$ cat src/rtl/spike_rate_decoder.sv
// Spike rate decoder: counts spike onsets over a programmable window
// and measures the last inter-spike interval inside that window.
// Ports:
//   i_clk, i_rst        clock, async active-high reset
//   i_enable            run back-to-back windows while high
//   i_spike_in          spike level from the neuron
//   i_window_len        window is i_window_len+1 cycles, sampled at window start
//   o_rate_out          onsets in the last published window (saturating)
//   o_isi_out           cycles between last two onsets, 0 if fewer than 2
//   o_out_valid         result pending; i_out_ready accepts it
//   o_overrun           sticky: a result was dropped under backpressure
//   o_busy              high while counting
module spike_rate_decoder #(
    parameter int CNT_W = 8,
    parameter int WIN_W = 8
) (
    input  logic             i_clk,
    input  logic             i_rst,
    input  logic             i_enable,
    input  logic             i_spike_in,
    input  logic [WIN_W-1:0] i_window_len,
    output logic [CNT_W-1:0] o_rate_out,
    output logic [CNT_W-1:0] o_isi_out,
    output logic             o_out_valid,
    input  logic             i_out_ready,
    output logic             o_overrun,
    output logic             o_busy
);

    localparam logic [CNT_W-1:0] MAXV = '1;

    typedef enum logic {
        S_IDLE,
        S_COUNT
    } state_t;

    state_t           r_state;
    logic             r_spike_q;
    logic [WIN_W-1:0] r_win_cnt;
    logic [CNT_W-1:0] r_acc;
    logic [CNT_W-1:0] r_isi_tmr;
    logic             r_seen;
    logic [CNT_W-1:0] r_isi_last;

    logic             w_onset;
    logic             w_publish;
    logic             w_xfer;
    logic [CNT_W-1:0] w_acc_inc;
    logic [CNT_W-1:0] w_tmr_inc;
    logic [CNT_W-1:0] w_pub_rate;
    logic [CNT_W-1:0] w_pub_isi;

    assign w_onset   = i_spike_in & ~r_spike_q;
    assign w_publish = (r_state == S_COUNT) & i_enable & (r_win_cnt == '0);
    assign w_xfer    = o_out_valid & i_out_ready;
    assign w_acc_inc = (r_acc == MAXV) ? MAXV : r_acc + CNT_W'(1);
    assign w_tmr_inc = (r_isi_tmr == MAXV) ? MAXV : r_isi_tmr + CNT_W'(1);

    // An onset on the final window cycle still belongs to this window,
    // so fold it into the published values directly.
    assign w_pub_rate = w_onset ? w_acc_inc : r_acc;
    assign w_pub_isi  = (w_onset & r_seen) ? r_isi_tmr : r_isi_last;

    always_ff @(posedge i_clk or posedge i_rst) begin
        if (i_rst) begin
            r_state     <= S_IDLE;
            r_spike_q   <= 1'b0;
            r_win_cnt   <= '0;
            r_acc       <= '0;
            r_isi_tmr   <= '0;
            r_seen      <= 1'b0;
            r_isi_last  <= '0;
            o_rate_out  <= '0;
            o_isi_out   <= '0;
            o_out_valid <= 1'b0;
            o_overrun   <= 1'b0;
            o_busy      <= 1'b0;
        end else begin
            r_spike_q <= i_spike_in;

            // A transfer on the publish cycle frees the slot for the new result.
            if (w_publish) begin
                if (!o_out_valid || w_xfer) begin
                    o_rate_out  <= w_pub_rate;
                    o_isi_out   <= w_pub_isi;
                    o_out_valid <= 1'b1;
                end else begin
                    o_overrun <= 1'b1;
                end
            end else if (w_xfer) begin
                o_out_valid <= 1'b0;
            end

            unique case (r_state)
                S_IDLE: begin
                    if (i_enable) begin
                        r_state    <= S_COUNT;
                        o_busy     <= 1'b1;
                        r_win_cnt  <= i_window_len;
                        r_acc      <= '0;
                        r_isi_tmr  <= '0;
                        r_seen     <= 1'b0;
                        r_isi_last <= '0;
                    end
                end
                S_COUNT: begin
                    if (!i_enable) begin
                        r_state <= S_IDLE;
                        o_busy  <= 1'b0;
                    end else if (r_win_cnt == '0) begin
                        r_win_cnt  <= i_window_len;
                        r_acc      <= '0;
                        r_isi_tmr  <= '0;
                        r_seen     <= 1'b0;
                        r_isi_last <= '0;
                    end else begin
                        r_win_cnt <= r_win_cnt - WIN_W'(1);
                        if (w_onset) begin
                            r_acc     <= w_acc_inc;
                            r_isi_tmr <= CNT_W'(1);
                            r_seen    <= 1'b1;
                            if (r_seen)
                                r_isi_last <= r_isi_tmr;
                        end else begin
                            r_isi_tmr <= w_tmr_inc;
                        end
                    end
                end
            endcase
        end
    end

endmodule

$ cat config.mk
export PLATFORM = sky130hd
export DESIGN_NAME = spike_rate_decoder
export DESIGN_NICKNAME = d
export VERILOG_FILES = /design/src/rtl/spike_rate_decoder.sv
export SDC_FILE = /design/constraint.sdc
export NUM_CORES = 1
export LEC_CHECK = 0
export CAP_MARGIN = 25
export CORE_UTILIZATION = 40
export CTS_BUF_LIST = sky130_fd_sc_hd__clkbuf_16
export CTS_CLUSTER_DIAMETER = 120
export DETAILED_ROUTE_END_ITERATION = 6
export PLACE_DENSITY = 0.71
export SYNTH_ARGS = -nofsm -noshare
export SYNTH_HDL_FRONTEND = slang
export SYNTH_SLANG_ARGS = --single-unit
$ cat constraint.sdc
create_clock -name i_clk -period 4.1 [get_ports i_clk]
set_clock_uncertainty 0.05 [all_clocks]
set_input_delay 0.615 -clock i_clk [delete_from_list [all_inputs] [get_ports i_clk]]
set_output_delay 0.615 -clock i_clk [all_outputs]
set_load 0.05 [all_outputs]
# Word level (Yosys, flattened, before mapping)
# Cells that the tools add are included.
# op_classes
add_sub_neg,3
eq_ne,8
n_mux,33
n_bitwise,8
reduce_logical,11
# op_table
op,n
two-way mux 8 bit,17
one-hot mux 8 bit (2 select lines),4
"adder 8 x 1 -> 8 bit, second input constant",2
"== test 8 bit, second input constant",2
two-way mux 1 bit,10
AND reduction 2 bit,5
zero test 8 bit,1
"subtractor 8 x 1 -> 8 bit, second input constant",1
"!= test 2 bit, second input constant",3
"!= test 3 x 1 -> 1 bit, second input constant",2
AND 1 bit,5
one-hot mux 1 bit (2 select lines),2
AND reduction 4 bit,1
inverter 1 bit,3
AND reduction 3 bit,1
"!= test 2 x 1 -> 1 bit, second input constant",1
nonzero test 2 bit,1
zero test 1 bit,1
logical OR 1 bit,1
# word_totals
register_bits,54
in_bits,13
out_inout_bits,19
wordCells,75

# Depth between registers and ports, before layout
# logic_depth
ltp_word,6
ltp_mapped,8
ltp_nobuf,6

# Worst setup path after synthesis
# OpenSTA, ideal clock, no wires.
# synth_timing
path_type,input -> register
from,input i_enable
to,register r_isi_tmr[6]
setup_ns,0.078
arrival_ns,1.953
required_ns,3.972
path_slack_ns,2.019
path_stages,7
path_buffers,1
path_cell_list,inv_1 -> ha_1 -> or2_2 -> clkbuf_1 -> nor2_1 -> o311ai_0 -> a21oi_1
# synth_between
elab_chain_cells,2
# synth_rtl
item,line,text
start: declaration,19,"input logic i_enable,"
!= test 2 bit (no line),--,
AND reduction 2 bit (no line) (*),--,
end signal: assignment,125,r_isi_tmr <= w_tmr_inc;
end: declaration,41,logic [CNT_W-1:0] r_isi_tmr;
# Mark *: on every way between the ends. The rest lies on a longest branch, timed or not.
# A chain may end at the register's enable or synchronous reset.

# Worst setup path after layout
# layout_timing
from,input i_enable
to,register o_rate_out[3]
# layout_between
elab_chain_cells,3
# layout_rtl
item,line,text
AND 1 bit (2 in series),54,assign w_publish = (r_state == S_COUNT) & i_enable & (r_win_cnt == '0);
AND reduction 2 bit (no line),--,
end signal: assignment,84,o_rate_out <= w_pub_rate;
end: declaration,22,"output logic [CNT_W-1:0] o_rate_out,"
# No other way between the ends.

==> impl_metrics.tcl <==
set metrics [dict create \
    outcome "completed" \
    max_slew.worst_pin.slew_ns 0.884 \
    grt_usage_pct 17.1 \
    postCtsResizedCells 0 \
    synthFlopType "dfrtp_1" \
    drt_iter0_drc 188 \
    syn_to_final_growth_pct 19.2 \
    cp_num_buf_inv 2 \
    dp_hpwl_mm 4.16 \
    cp_max_fo 25 \
    register_area_um2 1350 \
    core_um2 6760 \
    grt_max_degree 35 \
    p_per_area_nw_per_um2 400 \
    maxSlewHeadroom_pct 40.3 \
    irDropWorstVdd_mv 0.200 \
    clock_latency_ns 0.29 \
    rsz0062_at_grt "no" \
    cp_slowest_stage_delay_ns 0.77 \
    yosysMostFrequentCell "dfrtp_1" \
    cp_cell_sequence "clkdlybuf4s50_1 > ha_1 > nor4bb_1 > nand3_1 > buf_4 > nor2b_1 > a21oi_1" \
    timing.final.crit_share_pct 66.0 \
    synth-async-reset-ratio_pct 100 \
    netlist_top_cells_area "dfrtp_1, mux2i_1, nand2_1, a21oi_1, o21ai_0" \
    gp_congestion 0.854 \
    slowest_stage "nor4bb_1" \
    multi_input_area_um2 1330 \
    setup_viol 0 \
    cp-start-kind "input pin" \
    first_pass_iters 4 \
    required_ns 4.21 \
    die_x_um 85.6 \
    fin_crit_ns 2.70 \
    synth_edf_count 0 \
    drc 0 \
    wl_per_cell_um 14.8 \
    yosysTopAreaCellShare_pct 48.4 \
    slew_viol_final 0 \
    setup_tns_ns 0 \
    hold_ws_ns 0.426 \
    fp-row-count 30 \
    postCtsHoldBufs 0 \
    critPathTopFamily "simple AND/OR/NAND/NOR gates" \
    postCtsSetupRepairBufs 0 \
    cts_tree "done" \
    power.leakage_nw 1.36 \
    drtAntennaViolNets 0 \
    hold_viol_final 0 \
    viasPerCell 5.77 \
    place.port_buffers 31 \
    cp-end-kind "register" \
    ys_ff_latch 54 \
    synthCells 285 \
    yosysUniqueCellTypes 50 \
    synth_common_cells "dfrtp_1, nand2_1, a21oi_1, o21ai_0" \
    yosys.area.top_type "dfrtp_1" \
    overflow 0 \
    clock_path_buffers 2 \
    drive_above_1_share_pct 5.73 \
    final_nets 333 \
    yosysSeqAreaShare_pct 48.4 \
    crit_type "in -> reg" \
    root_buffer "clkbuf_16" \
    antennaDiodeCount 0 \
    wl_mm 5.83 \
    ios 32 \
    cts.clk_slew.worst_paths_ns 0.07 \
    worst_hold_path_type "reg -> reg" \
    synth.avg_cell_area_um2 9.80 \
    clock_sinks 54 \
    yosys_warnings 0 \
    grt_pass1_vias 2054 \
    grt_pass1_wl_mm 9.92 \
    cp_data_arrival_time_ns 2.82 \
    fp.dieH_um 85.6 \
    fillers 647 \
    vias 2272 \
    mappedNetlistNets 305 \
    start_util_pct 41.3 \
    maxCapViolCount 0 \
    antenna_found_initial 0 \
    die_area_um2 7320 \
    syn_area_um2 2790 \
    cts_buffers 5 \
    htreeDepth 2 \
    clock.fmax_ghz 0.370 \
]
## worst reg2reg max path, stage by stage (launching register included)
cell	delay (ns)
dfrtp_1	0.39
inv_1	0.12
ha_1	0.22
or4b_1	0.47
o21a_1	0.50
and3_4	0.38
a22o_1	0.24
## layer usage
layer  global-route usage [%]  part of all wire [%]  routed length (um)  vias to the layer above
li1                         -                     -                   -                     1119
met1                     23.7                    48                2820                     1071
met2                     27.0                    45                2650                       73
met3                     2.69                   4.5                 265                        9
met4                     6.67                   1.7                  97                        0
met5                        0                     0                   0                        -
## power by group
group	switching, mW	internal (mW)	leakage (nW)
sequential	0.0511	0.573	0.724
combinational	0.141	0.0952	0.555
clock	0.183	0.286	0.0836
total	0.376	0.954	1.36
## per-stage QoR
stage	cell area [um2]	worst slack (ns)	std cells	total power [mW]	utilization, %
after floorplan	2790	2.02	285	0.792	-
after global placement	3160	1.20	386	0.864	46.8
after detailed placement	3160	1.11	386	0.871	46.8
after CTS	3330	1.41	394	1.35	49.3
after global routing	3330	1.23	394	1.39	49.3
final	3330	1.40	394	1.33	49.3
## kinds of logic after synthesis
group | synth area share, %
fa+ha+maj | 3.14
xor+xnor | 0.941
simple gates | 18.9
flops | 48.4
mux | 3.94
compound gates | 20.9
buf+inv | 3.85
## state kept, by name, summed over array words and instances (netlist names), 8 cells and up
register / cells
r_acc: 8
r_isi_tmr: 8
r_win_cnt: 8
o_rate_out: 8
o_isi_out: 8
r_isi_last: 8
## worst paths after layout
| check | from | to | slack [ns] | depth (start not counted) |
|---|---|---|---|---|
| max | i_enable | o_rate_out[3]$_DFFE_PP0P_ | 1.40 | 7 |
| min | o_isi_out[1]$_DFFE_PP0P_ | o_isi_out[1]$_DFFE_PP0P_ | 0.43 | 2 |
| max reg2reg | r_win_cnt[0]$_DFFE_PP0P_ | r_isi_last[5]$_DFFE_PP0P_ | 1.63 | 6 |
| min reg2reg | o_isi_out[1]$_DFFE_PP0P_ | o_isi_out[1]$_DFFE_PP0P_ | 0.43 | 2 |
| max in group asynchronous | i_rst | r_isi_tmr[1]$_DFFE_PP0P_ | 2.55 | 3 |
| min in group asynchronous | i_rst | r_isi_last[1]$_DFFE_PP0P_ | 0.70 | 2 |
## final cells by class
class                   instances  share of cell area [%]
flip-flops and latches         54                    40.6
multi-input cells             209                    40.1
repair buffers                 37                    10.7
clock buffers                   5                    3.76
well taps                      80                    3.01
clock inverters                 3                    1.20
inverters                       6                   0.677
## cells in the final DEF, fill, tap and decap left out, drive strengths merged, types with 3 or more instances in the layout
master | synthesis | final
inv | 6 | 6
o311ai | 3 | 3
and2 | 7 | 7
nor2 | 14 | 14
xnor2 | 3 | 3
a31oi | 5 | 5
dfrtp | 54 | 54
o31ai | 5 | 5
mux2i | 11 | 11
nor3 | 3 | 3
o22ai | 3 | 3
buf | 8 | 6
nor4 | 6 | 6
nand4 | 5 | 5
a21oi | 21 | 21
a41oi | 4 | 4
o21ai | 21 | 21
nor2b | 3 | 3
nand3 | 14 | 14
a311oi | 3 | 3
clkdlybuf4s50 | 0 | 31
a22o | 8 | 8
nand2b | 5 | 5
nand2 | 29 | 29
ha | 7 | 7
clkbuf | 8 | 5
Power figures use the tool's default switching activity.
==> patch: new RTL, config.mk and constraints unchanged <==
Make the reset (`i_rst`) synchronous in one clocked block. Comments in the files are not updated.
--- a/src/rtl/spike_rate_decoder.sv
+++ b/src/rtl/spike_rate_decoder.sv
@@ -63,3 +63,3 @@
 
-    always_ff @(posedge i_clk or posedge i_rst) begin
+    always_ff @(posedge i_clk) begin
         if (i_rst) begin
Check against the original RTL: differs if i_rst is asserted again (counterexample within 4 cycles, from zero or initial values and one cycle with i_rst high); with i_rst held inactive, the same outputs for 10 cycles.
==> patch against the unedited design <==
Synthesized cell count is 11% higher; routed wire length is 5.9% higher; cell count is 5.8% higher; sequential cell count stayed put; clock power is 3% higher; setup slack worse by 0.11 ns; global-route usage is 1.5 points higher; area after synthesis is 3.3% lower; via count is 6.7% higher; final area is 3.3% lower; combinational power is 19% lower; power is 6.9% lower; critical endpoint is now r_isi_tmr[6]$_SDFFE_PP0P_.
==> patch: results (changes against the unedited design) <==
----------------------------------------------------
[Global routing]
  Total global routing track utilization ... 18.6% (+1.5 points)
  Met1 capacity usage during global routing ... 25.1% (+1.4 points)
  Global Route met3 Usage ... 3.93% (+1.2 points)
  Routing usage on met2 ... 29.9% (+2.9 points)
  Number of global-route vias before repair ... 2308 (+12%)
  Global-route wire length before repair ... 10800 um (+9.2%)

[Critical path]
  Worst-path maximum fanout ... 9 (-64%)
  CP delay by family, top ... compound AO/OA/AOI/OAI gates
  R2r setup slk ... 1.41 ns (-0.22 ns)
  Critical Path Sink ... r_isi_tmr[6]$_SDFFE_PP0P_
  Startpoint of the worst register-to-register path ... r_state$_SDFF_PP0_
  Longest individual stage delay on the worst path ... 0.72 ns (-0.05 ns)
  Critical path data arrival time ... 2.99 ns (+0.17 ns)

[Pwr]
  Pint ... 0.904 mW (-5.2%)
  Worst vdd rail ir drop ... 182 uV (-8.9%)
  Clock net power ... 0.483 mW (+3%)
  Sequential share of power ... 45.4% (-1.5 points)
  Leakage Power ... 1.04 nW (-24%)

[Synth]
  Top_reg_cell synth ... sky130_fd_sc_hd__dfxtp_1
  Portion of the post-synthesis area used by sequential elements ... 40.0% (-8.4 points)
  Most frequent cells after synthesis ... sky130_fd_sc_hd__dfxtp_1, sky130_fd_sc_hd__nor2_1, sky130_fd_sc_hd__nand2_1
  Number of distinct library cells after synthesis ... 53 (+6.0%)
  Parity-gate share of the synthesized area counting xor and xnor cells ... 1.62% (+0.68 points)
  Top post-synthesis cells by area ... sky130_fd_sc_hd__dfxtp_1, sky130_fd_sc_hd__nor2_1, sky130_fd_sc_hd__a211oi_1, sky130_fd_sc_hd__a21oi_1, sky130_fd_sc_hd__nand2_1
  Multiplexer share of the synthesized area ... 2.96% (-0.98 points)
  Share of flip-flops with an asynchronous set or reset ... 0% (-100 points)

[Detailed routing]
  Routed length on met3 ... 209 um (-21%)
  Met1 wire length ... 3070 um (+8.6%)
  Routed via count ... 2424 (+6.7%)
  Number of DRC markers in iteration 0 ... 98 (-48%)

[Cells and area]
  Non-clock buffer total of the final layout ... 34 (-8.1%)
  Clock tree cell share of total cell area ... 5.29% (+0.32 points)
  Count of inverters other than clock inverters in the layout ... 8 (+2)
  Portion of the layout cell area used by non-clock buffers ... 10.3% (-0.34 points)
  # fillers ... 616 (-4.8%)
  Sequential cell count ... 54 (unchanged)
  Proportion of cell area occupied by multi-input gates ... 46.9% (+6.8 points)
  Number of multi-input combinational cells ... 236 (+13%)

[STA]
  Transition at the pin with the smallest max-transition slack ... 0.850 ns (-0.0342 ns)
  Clock period minus worst slack ... 2.82 ns (+0.111 ns)

[Placed design]
  Final estimated routing congestion in global placement ... 0.868 (+1.7%)

[Status]
  Run status ... complete, no violations

----------------------------------------------------
## patch: stage by stage
stage	utilization, %	hold slack (ns)	power, mW	instance area [um2]	std cells
finish	50.1	0.423	1.24	3220	417
global route	50.1	0.442	1.29	3220	417
CTS	50.1	0.425	1.25	3220	417
detailed placement	47.5	0.416	0.765	3050	409
global placement	47.5	0.406	0.761	3050	409
floorplan	-	0.399	0.712	2700	315
## patch: worst min path at each step
stage	endpoint	slack [ns]	cells after the start
after floorplan	r_isi_last[1]$_SDFFE_PP0P_	0.40	2
after detailed placement	o_rate_out[7]$_SDFFE_PP0P_	0.42	2
after global placement	r_isi_last[7]$_SDFFE_PP0P_	0.41	2
after CTS	r_isi_last[7]$_SDFFE_PP0P_	0.42	2
final	r_isi_last[7]$_SDFFE_PP0P_	0.42	2
after global routing	o_rate_out[7]$_SDFFE_PP0P_	0.44	2
